--- src/rtl/fixed_point_adder.sv ---
// Two-stage signed fixed-point adder: operand registers, then a saturating/wrapping result register.
// Latency 2 edges, one pair per cycle, no handshake.
module fixed_point_adder #(
  parameter int WIDTH     = 19,
  parameter int FRAC_BITS = 18,
  parameter int SATURATE  = 1
) (
  input  logic             clk,
  input  logic             GlobalReset,
  input  logic [WIDTH-1:0] Port1,
  input  logic [WIDTH-1:0] Port2,
  output logic [WIDTH-1:0] Output_syn,
  output logic             Overflow
);

  localparam logic [WIDTH-1:0] MaxPos = {1'b0, {(WIDTH-1){1'b1}}};
  localparam logic [WIDTH-1:0] MinNeg = {1'b1, {(WIDTH-1){1'b0}}};

  logic [WIDTH-1:0] a_q, b_q;
  logic [WIDTH-1:0] sum_q, sum_d;
  logic             ovf_q, ovf_d;
  logic [WIDTH:0]   s;

  // The binary point position does not affect an aligned add.
  logic unused_frac;
  assign unused_frac = (FRAC_BITS < WIDTH);

  always_comb begin
    s     = {a_q[WIDTH-1], a_q} + {b_q[WIDTH-1], b_q};
    ovf_d = s[WIDTH] ^ s[WIDTH-1];
    sum_d = s[WIDTH-1:0];
    if ((SATURATE != 0) && ovf_d) begin
      sum_d = s[WIDTH] ? MinNeg : MaxPos;
    end
  end

  always_ff @(posedge clk) begin
    if (GlobalReset) begin
      a_q   <= '0;
      b_q   <= '0;
      sum_q <= '0;
      ovf_q <= 1'b0;
    end else begin
      a_q   <= Port1;
      b_q   <= Port2;
      sum_q <= sum_d;
      ovf_q <= ovf_d;
    end
  end

  assign Output_syn = sum_q;
  assign Overflow   = ovf_q;

endmodule

--- config.mk ---
export PLATFORM = sky130hd
export DESIGN_NAME = fixed_point_adder
export DESIGN_NICKNAME = d
export VERILOG_FILES = /design/src/rtl/fixed_point_adder.sv
export SDC_FILE = /design/constraint.sdc
export NUM_CORES = 1
export LEC_CHECK = 0
export ABC_AREA = 1
export BUFFER_PORTS_ARGS = -buffer_cell sky130_fd_sc_hd__buf_2
export CAP_MARGIN = 20
export CORE_MARGIN = 5
export CORE_UTILIZATION = 53
export CTS_CLUSTER_SIZE = 28
export DETAILED_ROUTE_END_ITERATION = 10
export PLACE_DENSITY = 0.78
export SETUP_SLACK_MARGIN = 0.3
export SLEW_MARGIN = 20
export SYNTH_ARGS = -nofsm -noshare
export SYNTH_HDL_FRONTEND = slang
export SYNTH_SLANG_ARGS = --single-unit
--- constraint.sdc ---
create_clock -name clk -period 3.9 [get_ports clk]
set_input_delay 0.195 -clock clk [delete_from_list [all_inputs] [get_ports clk]]
set_output_delay 0.195 -clock clk [all_outputs]
set_load 0.02 [all_outputs]
======== Word level (Yosys, flattened, before mapping) ========
Index checks and enable logic that the tools add are counted.
W data, S select, Z words.
operators by class
  mux-type cells .......................... 2
  shift operators ......................... 0
  equality and inequality tests ........... 0
  add/subtract/negate cells ............... 1
  bitwise logic cells ..................... 1
  multipliers ............................. 0
  reductions and logical operators ........ 0
  order comparisons ....................... 0
  div/mod/pow operators ................... 0
operators with widths
  operator          number
  $mux W19          2
  $add A19 B19 Y20  1
  $xor A1 B1 Y1     1
storage, ports and cells
  input bits .............................. 40
  register bits ........................... 58
  bits in latches ......................... 0
  memory bits (read-only) ................. 0
  memories ................................ 0
  RAM bits ................................ 0
  logic and storage cells ................. 8

======== Depth between registers and ports, before layout ========
  depth in word-level cells ............... 3
  gate-level depth with buffers ........... 15
  mapped depth without buffers ............ 14

======== Least setup slack after synthesis ========
OpenSTA, ideal clock, no wires.
  path kind ............................... register to register
  from .................................... reg a_q[0]
  to ...................................... reg sum_q[10], in the netlist Output_syn[10]
  setup time .............................. 70 ps
  path slack .............................. 1959 ps
  arrival time ............................ 1871 ps
  clock period less this slack ............ 1941 ps
  stages on the path, launching flop included .. 13
  cell sequence ........................... dfxtp_1 > ha_1 > fa_1 > nand3_1 > nand3_2 > nand2_2 > nand2_1 > nand2_1 > nand2_4 > nor2_4 > inv_4 > buf_12 > a21oi_2
between the ends
  longest elaborated chain between the ends .. 3
  elaborated cells between the ends (all ways) .. 4
  those cells by class .................... add/sub: 1; mux: 2; bitwise: 1
ends and longest elaborated chain
  element                                           RTL line  RTL
  start: declaration                                19        logic [WIDTH-1:0] a_q, b_q;
  start signal: assignment                          44        a_q <= Port1;
  $add A19 B19 Y20 *                                29        s = {a_q[WIDTH-1], a_q} + {b_q[WIDTH-1], b_q};
  $mux W19 / $xor A1 B1 Y1 (equally long branches)  33, 30
  $mux W19 *                                        32        if ((SATURATE != 0) && ovf_d) begin
  end signal: assignment                            46        sum_q <= sum_d;
  end: declaration                                  20        logic [WIDTH-1:0] sum_q, sum_d;
Every way passes the cells marked *; elsewhere a longest branch is shown, timed or not.
A chain may end at the register's enable or synchronous reset.

======== Worst setup path in the final report ========
  from .................................... reg a_q[0]
  to ...................................... reg sum_q[16], in the netlist Output_syn[16]
Same word-level chain as after synthesis.

==> flow_summary.toml <==
[run_status]
outcome = "finished clean"

[clock_tree]
clk_latency_ns = 0.33
max-clock-path-buffers = 2
cts_resized = 0
cts-root-buf = "clkbuf_8"
cts_setup_buffers = 0
cts-buffers-inserted = 9
tritoncts = "built"
clock-sinks = 58
clock_slew_at_reported_path_ffs_ns = 0.06
cts_hold_buffers = 0
cts_htree_levels = 3

[power_and_ir_drop]
power.ir.vdd_worst_mv = 0.269
leakage_dissipation_nw = 1.92
pd_cells_nw_per_um2 = 412
finalPower_mw = 1.39

[sta]
worst_clock_skew_ns = 0.00385
fin_setup_tns_ns = 0
rsz0062_at_grt = "false"
finalWorstPathRequiredPeriod_ns = 2.04
setup-violations-final = 0
timing_hold_violations_final = 0
finalCritPeriodShare_pct = 52.3
slew_violations = 0
clock.fmax_mhz = 490
tightest_slew_ns = 1.02
slew_headroom_pct = 31.9
hold_ws_ns = 0.0622

[worst_setup_path]
critPathArrivalTime_ns = 2.22
rrSetupSlack_ns = 1.86
timing.critical_path.required_ns = 4.08
critPathBufInv = 0
path_cells = "ha_1 -> fa_1 -> a21oi_1 -> o21ai_0 -> nand2_1 -> nand2_1 -> nand2_1 -> nand2_1 -> a21oi_1 -> nor2_1"
timing_worst_setup_path_type = "reg2reg"
cp_slowest_cell = "fa_1"
cp_slowest_stage_delay_ns = 0.45
setup.worst_path.start_class = "flip-flop"
timing.rr.end = "Output_syn[16]"
r2r-start = "a_q[0]"
ff2ff_path_depth = 10
timing.critical_path.mode_cell = "nand2_1"
setup.worst_path.end_class = "flip-flop"
endpoint = "Output_syn[16]"
critical-path-top-delay-family = "adder cells"
startpoint = "a_q[0]"
critical_path_cell_count = 10
cp_max_fo = 4

[hold_path]
holdPathStages = 3
min_path_type = "in2reg"

[synth]
synth_fp_nets = 444
synth-warning-count = 0
largest_family_of_logic_cells_by_synthesized_area = "simple AND/OR/NAND/NOR gates"
synth_sequential_area_ratio_pct = 40.2
post_synth_main_area_contributors = "dfxtp_1, nand2_1, ha_1"
synth-compound-area-share_pct = 10.4
synth.cell_area_um2 = 2890
syn_area_per_cell_um2 = 7.52
synth_largest_area_cell = "dfxtp_1"
synth_mux_area_share_pct = 0
netlist.area_leader.share_pct = 40.2
yosys.area_share.xor_xnor_pct = 3.94
yosys.area_share.adder_pct = 8.93
ys_seq_elements = 58
synth_simple_gate_area_share_pct = 26.2
synth_cell_types = 30
postSynthCellCount = 384

[final_layout]
syn2layout_area_growth_pct = 16.9
layout.cells.non_filler = 519
final_common_cell = "nand2_1"
drive_above_1_share_pct = 22.5
final_cell_mix = "nand2_1, inv_1, buf_2, dfxtp_1, nor2_1"
count_of_nets_after_finishing = 506
antenna-diode-count = 0

[place]
dpl.hpwl_mm = 4.42
gp_congestion = 0.842
dpl.cell_count = 505
placement.io_buffers = 59

[global_routing]
gr-usage-all-layers_pct = 16.6
grt_max_degree = 59
global_route.overflow_total = 0
initial_antenna_violation_count = 0
grt_first_pass_wirelength_mm = 9.43
grt_pass1_vias = 2158

[floorplanning]
dieWidth_um = 83.8
die_area_um2 = 7020
die-height_um = 83.8
placementRows = 26
design.core.area_um2 = 5200
ports_placed_on_the_boundary = 60
initial_cell_density_of_the_core_pct = 55.5

[route]
antenna_violating_nets_post_route = 0
via_count = 2354
drc_errors = 0
initialDrtViolationCount = 104
postRouteWirelength_mm = 5.45
drt_first_pass_iters = 4
via_per_inst = 4.54
routedWlPerCell_um = 10.5

[run]
maxCapViolations = 0
[final cells by class]
cell class / count / area, µm²
inverter: 64 / 243
sequential: 58 / 1160
clock inverter: 4 / 20.0
tap: 70 / 87.6
clock buffer: 10 / 138
multi-input combinational: 254 / 1430
timing repair buffer: 59 / 295
fill: 473 / 1830
[cell families (layout without fill, tap and decap cells)]
group,after synthesis,count (layout)
DFF,58,58
xor gates and xnor gates,13,13
and+or+nand+nor,173,173
AOI/OAI and AO/OA,48,48
buffers and inverters,72,137
adders and majority gates,20,20
[power by group]
part	total (mW)	switching [mW]	internal, mW
clock	0.444	0.209	0.235
sequential	0.654	0.0122	0.642
combinational	0.292	0.183	0.109
total	1.39	0.405	0.986
[worst min-delay path by stage]
stage          endpoint      start
6_report         b_q[2]   Port2[2]
5_1_grt         b_q[12]  Port2[12]
4_1_cts          b_q[2]   Port2[2]
3_5_place_dp     b_q[3]   Port2[3]
3_3_place_gp    a_q[12]  Port1[12]
2_1_floorplan    a_q[0]   Port1[0]
[per-layer routing]
layer	up-vias	part of all wire [%]	global-route usage [%]	wire length, µm
met4	0	1.4	9.65	79
li1	1302	-	-	-
met1	988	49	21.4	2660
met5	-	0	0	0
met2	55	44	25.6	2370
met3	9	6.1	3.65	335
[cells in the mapped netlist, drive strengths merged]
library cell,count
nand2,93
inv,64
nor2,59
dfxtp,58
a21oi,38
ha,19
nand3,13
xor2,9
o21bai,5
buf,4
clkbuf,4
xnor2,4
and2,3
nand4,3
a21o,2
o21ai,2
a21boi,1
fa,1
nand3b,1
nor3,1
[worst register-to-register path, delay by kind of cell (launching register included)]
kind                       cells  cell delay (ns)
adders and majority gates      2             0.70
and+or+nand+nor                5             0.33
AOI/OAI and AO/OA              3             0.56
DFF                            1             0.30
[per-stage QoR]
step	worst slack [ns]	area [µm²]	utilization (%)
after floorplan	1.96	2890	-
after global placement	1.88	3220	61.8
after detailed placement	1.84	3220	61.8
after CTS	1.83	3370	64.8
after global routing	1.62	3370	64.8
final	1.86	3370	64.8
[sequential cells by signal (all words and copies together), names as in the netlist]
name and cells:
Output_syn 19, Overflow 1, a_q 19, b_q 19
Note: power is estimated with default switching activity, not from simulation.
